`src/rtl/sfx_scheduler.sv`:
```
// Priority sound-effect scheduler: grants one of four requesters, steps its 4-note ROM
// sequence and drives the tone generator. Define SFX_MUSIC_LOOP_EN to make req[0] a looping level.
module sfx_scheduler #(
  parameter int N_REQ    = 4,
  parameter int NOTE_LEN = 3000000,
  parameter int GAP_LEN  = 375000
) (
  input  logic             clk,
  input  logic             reset,
  input  logic [N_REQ-1:0] req,
  output logic [N_REQ-1:0] grant,
  output logic [8:0]       note_div,
  output logic [2:0]       note_oct,
  output logic             tone_en,
  output logic             busy,
  output logic             done
);

  localparam int TW = $clog2(NOTE_LEN);
  localparam logic [TW-1:0] TICK_LAST = TW'(NOTE_LEN - 1);
  localparam logic [TW-1:0] TICK_GAP  = TW'(NOTE_LEN - GAP_LEN);
`ifdef SFX_MUSIC_LOOP_EN
  localparam logic [N_REQ-1:0] LVL = N_REQ'(1);
`else
  localparam logic [N_REQ-1:0] LVL = '0;
`endif

  typedef enum logic {S_IDLE, S_PLAY} state_t;

  state_t           state_q, state_d;
  logic [N_REQ-1:0] grant_q, grant_d, pend_q, pend_d;
  logic [1:0]       slot_q, slot_d;
  logic [TW-1:0]    tick_q, tick_d;
  logic [8:0]       div_q, div_d;
  logic [2:0]       oct_q, oct_d;
  logic             ten_q, ten_d, done_q, done_d;

  logic [N_REQ-1:0] cand, win, above;
  logic [6:0]       note;
  logic             rest, play, restart, loop_ok;

  function automatic logic [N_REQ-1:0] top_bit(input logic [N_REQ-1:0] v);
    logic [N_REQ-1:0] r;
    r = '0;
    for (int i = 0; i < N_REQ; i++)
      if (v[i]) begin
        r    = '0;
        r[i] = 1'b1;
      end
    return r;
  endfunction

  function automatic logic [1:0] enc(input logic [N_REQ-1:0] g);
    logic [1:0] r;
    r = '0;
    for (int i = 0; i < N_REQ; i++)
      if (g[i]) r = 2'(i);
    return r;
  endfunction

  // {octave, idx}; idx 15 marks a rest
  function automatic logic [6:0] rom(input logic [1:0] seq, input logic [1:0] slot);
    logic [6:0] r;
    case ({seq, slot})
      4'b00_00: r = {3'd1, 4'd3};
      4'b00_01: r = {3'd1, 4'd7};
      4'b00_10: r = {3'd1, 4'd10};
      4'b00_11: r = {3'd2, 4'd3};
      4'b01_00: r = {3'd2, 4'd3};
      4'b01_01: r = {3'd2, 4'd5};
      4'b01_10: r = {3'd2, 4'd7};
      4'b10_00: r = {3'd4, 4'd0};
      4'b10_01: r = {3'd3, 4'd0};
      4'b10_10: r = {3'd2, 4'd0};
      4'b11_00: r = {3'd0, 4'd11};
      4'b11_10: r = {3'd0, 4'd11};
      default:  r = {3'd0, 4'd15};
    endcase
    return r;
  endfunction

  function automatic logic [8:0] div_of(input logic [3:0] idx);
    logic [8:0] r;
    case (idx)
      4'd0:    r = 9'd511;
      4'd1:    r = 9'd482;
      4'd2:    r = 9'd455;
      4'd3:    r = 9'd430;
      4'd4:    r = 9'd405;
      4'd5:    r = 9'd383;
      4'd6:    r = 9'd361;
      4'd7:    r = 9'd341;
      4'd8:    r = 9'd322;
      4'd9:    r = 9'd303;
      4'd10:   r = 9'd286;
      4'd11:   r = 9'd270;
      default: r = 9'd0;
    endcase
    return r;
  endfunction

  always_comb begin
    state_d = state_q;
    grant_d = grant_q;
    slot_d  = slot_q;
    tick_d  = tick_q;
    done_d  = 1'b0;
    cand    = pend_q | req;
    win     = top_bit(cand);
    // bits strictly above the one-hot active requester
    above   = ~(grant_q | (grant_q - N_REQ'(1)));
    restart = |(req & grant_q & ~LVL);
    loop_ok = |(grant_q & LVL) && req[0] && (pend_q[N_REQ-1:1] == '0);
    case (state_q)
      S_IDLE: begin
        if (cand != '0) begin
          state_d = S_PLAY;
          grant_d = win;
          slot_d  = '0;
          tick_d  = '0;
        end
      end
      default: begin
        if (|(cand & above)) begin
          grant_d = win;
          slot_d  = '0;
          tick_d  = '0;
        end else if (restart) begin
          slot_d = '0;
          tick_d = '0;
        end else if (tick_q == TICK_LAST) begin
          tick_d = '0;
          if (slot_q != 2'd3) begin
            slot_d = slot_q + 2'd1;
          end else if (loop_ok) begin
            slot_d = '0;
          end else begin
            state_d = S_IDLE;
            grant_d = '0;
            slot_d  = '0;
            done_d  = 1'b1;
          end
        end else begin
          tick_d = tick_q + TW'(1);
        end
      end
    endcase
    pend_d = cand & ~grant_d;
    // outputs are registered from next-state values so they line up with the slot/tick they describe
    note  = rom(enc(grant_d), slot_d);
    rest  = (note[3:0] == 4'd15);
    play  = (state_d == S_PLAY) && !rest;
    div_d = play ? div_of(note[3:0]) : 9'd0;
    oct_d = play ? note[6:4] : 3'd0;
    ten_d = play && (tick_d < TICK_GAP);
  end

  always_ff @(posedge clk) begin
    if (reset) begin
      state_q <= S_IDLE;
      grant_q <= '0;
      pend_q  <= '0;
      slot_q  <= '0;
      tick_q  <= '0;
      div_q   <= '0;
      oct_q   <= '0;
      ten_q   <= 1'b0;
      done_q  <= 1'b0;
    end else begin
      state_q <= state_d;
      grant_q <= grant_d;
      pend_q  <= pend_d;
      slot_q  <= slot_d;
      tick_q  <= tick_d;
      div_q   <= div_d;
      oct_q   <= oct_d;
      ten_q   <= ten_d;
      done_q  <= done_d;
    end
  end

  assign grant    = grant_q;
  assign note_div = div_q;
  assign note_oct = oct_q;
  assign tone_en  = ten_q;
  assign busy     = (state_q == S_PLAY);
  assign done     = done_q;

endmodule

```
`config.mk`:
```
export PLATFORM = sky130hd
export DESIGN_NAME = sfx_scheduler
export DESIGN_NICKNAME = d
export VERILOG_FILES = /design/src/rtl/sfx_scheduler.sv
export SDC_FILE = /design/constraint.sdc
export NUM_CORES = 1
export LEC_CHECK = 0
export ABC_CLOCK_PERIOD_IN_PS = 4800
export BUFFER_PORTS_ARGS = -buffer_cell sky130_fd_sc_hd__buf_2
export CAP_MARGIN = 5
export CORE_AREA = 2 2 73 75
export CTS_BUF_LIST = sky130_fd_sc_hd__clkbuf_16
export DETAILED_ROUTE_END_ITERATION = 6
export DIE_AREA = 0 0 75 77
export PLACE_DENSITY = 0.76
export SETUP_SLACK_MARGIN = 0.15
export SYNTH_ARGS = -nofsm -noshare
export SYNTH_HDL_FRONTEND = slang
export SYNTH_SLANG_ARGS = --single-unit
```
`constraint.sdc`:
```
create_clock -name clk -period 4.8 [get_ports clk]
set_input_delay 0.24 -clock clk [delete_from_list [all_inputs] [get_ports clk]]
set_output_delay 0.24 -clock clk [all_outputs]
set_load 0.03 [all_outputs]
```
* Word-level counts from Yosys, hierarchy flattened *
Memories as Yosys holds them, arrays and structs flattened. A register that Yosys moved wholly into a read port is not among the register bits.
Index checks and enable logic that the tools add are counted.

word-level totals
  register bits = 38
  memory bits (read-only) = 256
  bits of input ports = 6
  output and inout bits = 19
  logic and storage cells = 66
  memories = 2

operators by class
  add/sub/neg operators = 3
  order comparisons = 1
  eq/ne operators = 3
  muxes and demuxes = 31
  bitwise logic cells = 10
  reductions and logical operators = 8

memory list
  memory            depth  width  read ports  clocked after Yosys merged registers in  write ports  RTL line  RTL
  (name not given)  16     9      1           1                                        0            84        case (idx)
  (name not given)  16     7      1           0                                        0            64        case ({seq, slot})

operator list
  operator                 count
  $mux W22                 5
  $mux W4                  7
  $add A22 B1 Y22 const B  1
  $eq A22 B22 Y1 const B   1
  $lt A22 B22 Y1 const B   1
  $mux W2                  9
  $and A4 B4 Y4            3
  $reduce_or A11 Y1        1
  $mux W1                  9
  $not A4 Y4               2
  $or A4 B4 Y4             2
  $reduce_or A4 Y1         2
  $eq A4 B4 Y1 const B     1
  $reduce_bool A4 Y1       1
  $sub A4 B1 Y4 const B    1
  $mux W3                  1
  $not A1 Y1               3
  $add A2 B1 Y2 const B    1
  $logic_and A1 B1 Y1      2
  $ne A2 B2 Y1 const B     1
  $reduce_or A2 Y1         1
  $logic_not A1 Y1         1

* Depth between registers and ports, before layout *
Gate-level depths: netlist of run 1.
An unclocked memory read counts as a cell.

  depth after elaboration = 16
  depth in mapped cells = 17
  depth with buffers taken out = 17

* Least setup slack after synthesis of run 1 *
No wires, ideal clock.

  kind = flip-flop to flip-flop
  start point = reg tick_q[0]
  end point = reg div_q[5], in the netlist note_div[5]
  library setup time = 0.092 ns
  arrival = 3.312 ns
  required time = 4.708 ns
  setup slack = 1.396 ns
  stages on the path, launching flop included = 18
  path buffers = 0
  period minus slack after synthesis = 3.404 ns
  cells stage by stage = dfxtp_1 > ha_1 > nand4_1 > or2_2 > nor4_2 > o21ai_1 > a21oi_2 > inv_1 > ha_1 > nor2b_1 > inv_1 > o21ai_0 > and2_1 > inv_1 > ha_1 > a211oi_1 > a21oi_1 > o32ai_1

between the ends
  elaborated cells on any way between the ends = 22
  classes of those cells = 2 x eq/ne; 15 x mux; 1 x bitwise; 3 x reduce/logical; 1 x memory

RTL lines
  item                        RTL line  RTL
  from (decl)                 33        logic [TW-1:0] tick_q, tick_d;
  from (signal assigned)      174       tick_q <= tick_d;
  $eq A22 B22 Y1 (*)          131       end else if (tick_q == TICK_LAST) begin
  $mux W2 (*)                 131
  $mux W2 (*)                 128       end else if (restart) begin
  $mux W2 (*)                 124       if (|(cand & above)) begin
  $mux W2 (*)                 114       case (state_q)
  named net slot_d[0]         32        logic [1:0] slot_q, slot_d;
  $mem_v2 Z16 W7 (*)          -
  $eq A4 B4 Y1                151       rest = (note[3:0] == 4'd15);
  $logic_not A1 Y1            152       play = (state_d == S_PLAY) && !rest;
  $logic_and A1 B1 Y1         152
  $not A1 Y1 (no line)        -
  $reduce_or A2 Y1 (no line)  -
  to (decl)                   34        logic [8:0] div_q, div_d;

The timed path passes the listed nets; every way through them passes the cells marked *.
A chain may end at the register's enable or synchronous reset.

* Worst setup path in the final report of run 1 *
Ends and elaborated chain as after synthesis.

==> flow_summary.toml, run 1 <==
[hold_path]
hp-class = "primary input to flip-flop"

[floorplanning]
die_x_um = 75
ioPinCount = 25
start_util = 0.576
rows = 26
fp.dieH_um = 77
coreArea_mm2 = 0.00498
die-area_mm2 = 0.00578

[final_layout]
seqCellArea_um2 = 941
areaGrowthSynthToFinish_pct = 10.7
nFillCells = 430
multi_input_area_mm2 = 0.00180
drive_gt1_frac = 0.155
fin_nets = 392
num_antenna_cells = 0
finalNonFillerCells = 444

[worst_setup_path]
crit_required_ns = 4.99
start_kind = "flip-flop"
crit_arrival_ns = 4.18
crit_type = "flip-flop to flip-flop"
crit_fanout = 9
worst_setup_path_end_kind = "flip-flop"

[timing]
tns_ns = 0
worst_slew_pin_slew_ns = 0.858
slew_headroom = 0.427
max_freq_ghz = 0.251
slew_violations = 0
finalHoldViolations = 0
rsz0062_at_grt = "false"
finalSetupViolCount = 0
fin_crit_ns = 3.99
finClkSkew_ns = 0.00525
finalCritPeriodShare = 0.831

[clock_network]
cts_buffer_depth = 2
post_cts_buffers = 0
cts_resized = 0
clkSinkCount = 47
cts_htree_levels = 2
clkTransAtPathRegs_ns = 0.06
clk-insertion-delay-late_ns = 0.29
cts_tree = "built"
hold_buffers = 0
cts-buffers-inserted = 5
clock-root-buffer = "clkbuf_16"

[placement]
place_inst = 436
dpl.hpwl_um = 4840
port_buffers = 24
gp_congestion = 0.940

[global_route]
antenna_found_initial = 0
grt_pass1_wl_um = 11800
grt_remaining_overflow = 0
grt_max_degree = 35
grtUsageTotal = 0.255
grt_pass1_vias = 2554

[synthesis]
ys_async_sr_fraction = 0
synth_cell_types = 71
synth_most_common_cell = "dfxtp_1"
synth_top_area_share = 0.328
synth_fp_nets = 372
netlist_instances = 353
syn_area_mm2 = 0.00287
ys_top_cells_by_count = "dfxtp_1 (47), nor2_1 (38), nand2_1 (31)"
yosys_most_used_dff = "dfxtp_1"
ys_ff_latch = 47
synth_edf_count = 0
yosysWarnings = 0
ys_seq_area_frac = 0.328
ys_top_cells_by_area = "dfxtp_1 (33%), ha_1 (5.7%), nor2_1 (5.0%), a21oi_1 (4.9%), nand2_1 (4.1%)"
avgSynthCellArea_um2 = 8.12
yosysTopAreaCell = "dfxtp_1"

[route]
drc = 0
wl_per_cell_um = 15.5
dr.pass1.iters = 6
vias_per_cell = 6.20
vias = 2753
ant_nets = 0
drt_wl_total_um = 6870
drtIter0Drc = 281

[flow_run]
drv_cap = 0

[power]
p_leak_uw = 0.00124
powerDensity_mw_per_mm2 = 283
max-vdd-ir-drop_mv = 0.175

[run_status]
status = "finished, final reports clean"
## power breakdown
| part | internal (µW) | switching, µW |
|---|---|---|
| sequential | 405 | 8.33 |
| combinational | 51.1 | 102 |
| clock | 190 | 141 |
| total | 646 | 252 |
## routing by layer
layer / global-route usage / up-vias / part of all wire
met2: 0.405 / 99 / 0.48
li1: - / 1350 / -
met5: 0 / - / 0
met4: 0.0821 / 0 / 0.012
met3: 0.0539 / 13 / 0.045
met1: 0.340 / 1291 / 0.46
## critical path, cell delays in order (launching register included)
cell and delay (ns):
dfxtp_1 0.39, ha_1 0.23, nand4_1 0.20, or2_2 0.39, nor4_2 0.31, o21ai_1 0.15, a21oi_2 0.43, inv_1 0.14
ha_1 0.24, nor2b_1 0.15, inv_1 0.11, o21ai_0 0.09, and2_1 0.25, inv_1 0.13, ha_1 0.26, a211oi_1 0.22
a21oi_1 0.07, o32ai_1 0.11
## cells by family after synthesis
family	synth area share
AND/OR/NAND/NOR	0.302
AO/OA/AOI/OAI	0.236
flip-flops	0.328
buffers and inverters	0.0432
adder cells (fa/ha/maj)	0.0568
multiplexers	0.0218
XOR/XNOR	0.0122
## area by class of cell
| cell class | count | area share |
|---|---|---|
| clock buffer | 5 | 0.0394 |
| clock inverter | 3 | 0.00513 |
| inverter | 12 | 0.0142 |
| multi-input combinational | 278 | 0.567 |
| sequential | 47 | 0.297 |
| tap | 70 | 0.0276 |
| timing repair buffer | 29 | 0.0497 |
## sequential cells by signal, summed over array words and instances, names as in the netlist
signal    cells
note_div      9
tick_q       22
busy          1
grant         4
tone_en       1
note_oct      3
pend_q        4
done          1
slot_q        2
## metrics by stage
step / cell area (µm²) / hold slack, ns / setup WS (ns) / utilization / power, µW
6_report: 3170 / 0.321 / 0.811 / 0.638 / 898
2_1_floorplan: 2870 / 0.470 / 1.40 / - / 537
3_3_place_gp: 3030 / 0.491 / 1.08 / 0.609 / 571
3_5_place_dp: 3030 / 0.506 / 0.900 / 0.609 / 573
5_1_grt: 3170 / 0.336 / 0.451 / 0.638 / 937
4_1_cts: 3170 / 0.317 / 0.864 / 0.638 / 907
## worst paths after layout
path | startpoint | to | slack (ns) | cells after the start
setup / recovery | tick_q[0]$_SDFFE_PP0P_ | note_div[5]$_SDFF_PP0_ | 0.81 | 17
hold reg to reg | tick_q[0]$_SDFFE_PP0P_ | tick_q[0]$_SDFFE_PP0P_ | 0.52 | 2
setup reg to reg | tick_q[0]$_SDFFE_PP0P_ | note_div[5]$_SDFF_PP0_ | 0.81 | 17
hold / removal | req[0] | pend_q[0]$_SDFF_PP0_ | 0.32 | 3
## placed cells by master, fill, tap and decap left out, types with 5 or more instances in the layout
cell,instances
dfxtp_1,47
a21oi_1,28
nand2_1,31
inv_1,12
nor3_1,17
a22oi_1,7
nand3_1,15
buf_2,24
ha_1,13
a21o_1,6
clkbuf_16,5
o32ai_1,5
nand4_1,8
nor2_1,38
buf_4,5
o21ai_0,13
Note: power is estimated with default switching activity, not from simulation.
==> inputs of run 2 (changes only) <==
ABC_CLOCK_PERIOD_IN_PS = 3350   (was 4800)
CORE_AREA = 2 2 76 78   (was 2 2 73 75)
DIE_AREA = 0 0 78 80   (was 0 0 75 77)
PLACE_DENSITY = 0.74   (was 0.76)
clock period = 3.35 ns   (was 4.8 ns; I/O delays follow)
==> flow_summary.toml, run 2 (synthesis results as in run 1) <==
[global_route]
grtUsageTotal = 0.254
grt_max_degree = 35
antenna_found_initial = 0
grt_pass1_wl_um = 12800
grt_pass1_vias = 2726
grt_remaining_overflow = 0

[placement]
place_inst = 463
dpl.hpwl_um = 5390
gp_congestion = 0.944
port_buffers = 24

[final_layout]
finalNonFillerCells = 479
areaGrowthSynthToFinish_pct = 28.6
largest_register_ffs = 22
largest-register = "tick_q"
fin_nets = 425
final_common_cell = "dfxtp_1"
nFillCells = 427
drive_gt1_frac = 0.307
num_antenna_cells = 0
final_cell_mix = "dfxtp_1 (44), nor2_1 (38), buf_4 (38), nand2_1 (30), a21oi_1 (26)"

[timing]
finalSetupViolCount = 1
finClkSkew_ns = 0.00420
fin_crit_ns = 3.35
rsz0062_at_grt = "true"
worst_slew_pin_slew_ns = 0.710
max_freq_ghz = 0.298
slew_headroom = 0.525
finalCritPeriodShare = 1.00
fin_ws_ns = -0.00164
finalHoldViolations = 0
slew_violations = 0

[floorplanning]
die_x_um = 78
die-area_mm2 = 0.00624
coreArea_mm2 = 0.00541
start_util = 0.530
fp.dieH_um = 80
ioPinCount = 25
rows = 27

[clock_network]
cts-buffers-inserted = 5
cts_tree = "built"
cts_buffer_depth = 2
clkTransAtPathRegs_ns = 0.06
cts_htree_levels = 2
clkSinkCount = 47
clock-root-buffer = "clkbuf_16"
clk-insertion-delay-late_ns = 0.29

[route]
wl_per_cell_um = 17.1
drc = 0
met3_wirelength_um = 337
vias_per_cell = 6.08
route.met2.wl_um = 4010
top_layer_used = "met4"
drtIter0Drc = 215
wl_met1_um = 3690
vias = 2914
dr.pass1.iters = 6
drt_wl_total_um = 8190
ant_nets = 0

[power]
seq_power_share = 0.390
p_leak_uw = 0.00145
powerDensity_mw_per_mm2 = 412
switchingPower_uw = 400
max-vdd-ir-drop_mv = 0.320
internal_power_uw = 1120
combPwrFrac = 0.192
clkPwrFrac = 0.418
swShare = 0.263
totalPowerFinal_uw = 1520

[worst_setup_path]
crit_path_frequent_cell = "or4_4"
start_kind = "flip-flop"
crit_fanout = 6
critPathSlowestCell = "or4_4"
path_buf_inv = 3
r2r_cells = 15
worst-path-stages = 15
crit_type = "flip-flop to flip-flop"
path_cells = "or4_4 -> or4_4 -> nor2_4 -> buf_4 -> a32o_2 -> ha_2 -> nor2b_1 -> inv_1 -> o21ai_2 -> and2_4 -> inv_6 -> ha_1 -> a211oi_2 -> a21oi_1 -> o32ai_1"
max_stage_delay_ns = 0.55
crit_required_ns = 3.51
cp_top_family = "simple AND/OR/NAND/NOR gates"
crit_arrival_ns = 3.51
worst_setup_path_end_kind = "flip-flop"

[hold_path]
hp-class = "primary input to flip-flop"
min_delay_path_depth = 3

[run_status]
violations = "setup timing"
status = "finished, violations left"

[flow_run]
drv_cap = 0
[run 2: worst paths after layout]
path | startpoint | slack, ns | endpoint
max | tick_q[12]$_SDFF_PP0_ | -0.002 | note_div[6]$_SDFF_PP0_
min reg2reg | tick_q[0]$_SDFFE_PP0P_ | 0.51 | tick_q[0]$_SDFFE_PP0P_
max reg2reg | tick_q[12]$_SDFF_PP0_ | -0.002 | note_div[6]$_SDFF_PP0_
min | req[0] | 0.26 | pend_q[0]$_SDFF_PP0_
[run 2: worst reg2reg max path: stages (launching register included)]
cell and delay (ns):
dfxtp_2 0.32, or4_4 0.55, or4_4 0.54, nor2_4 0.15
buf_4 0.12, a32o_2 0.28, ha_2 0.23, nor2b_1 0.06
inv_1 0.11, o21ai_2 0.07, and2_4 0.23, inv_6 0.10
ha_1 0.16, a211oi_2 0.05, a21oi_1 0.15, o32ai_1 0.12
[run 2: layout make-up]
cell class,instances,area (µm²),share of cell area
Tap cell,72,90.1,0.0244
Inverter,12,52.6,0.0143
Multi-Input combinational cell,278,2000,0.544
Timing Repair Buffer,62,405,0.110
Clock inverter,3,63.8,0.0173
Sequential cell,47,945,0.256
Clock buffer,5,125,0.0340
[run 2: stage by stage]
step / setup WS (ns) / TNS, ns / hold WS [ns] / util / cell area (µm²)
after floorplan: 0.169 / 0 / 0.397 / - / 2890
after global placement: 0.0385 / 0 / 0.484 / 0.601 / 3250
after detailed placement: 0.0294 / 0 / 0.494 / 0.601 / 3250
after CTS: 0.144 / 0 / 0.259 / 0.642 / 3470
after global routing: -0.0916 / -0.245 / 0.287 / 0.682 / 3680
final: -0.00164 / -0.00164 / 0.262 / 0.682 / 3680
[run 2: metal layers]
metal,GRT usage,up-vias
met3,0.0305,15
met5,0,-
met1,0.336,1389
met4,0.105,0
li1,-,1412
met2,0.420,98
[run 2: timing repair]
item	in CTS	in global routing
setup endpoints to repair	9	11
pin swaps	1	13
buffers inserted	2	6
gates resized for setup	6	36
hold buffers	0	0
gates cloned	0	0
[run 2: power groups by stage]
stage          logic [µW]  registers (µW)  clock network [µW]
3_3_place_gp          239             603                   0
3_5_place_dp          243             604                   0
4_1_cts               247             591                 649
6_report              292             592                 635
5_1_grt               313             594                 661
2_1_floorplan         138             634                   0
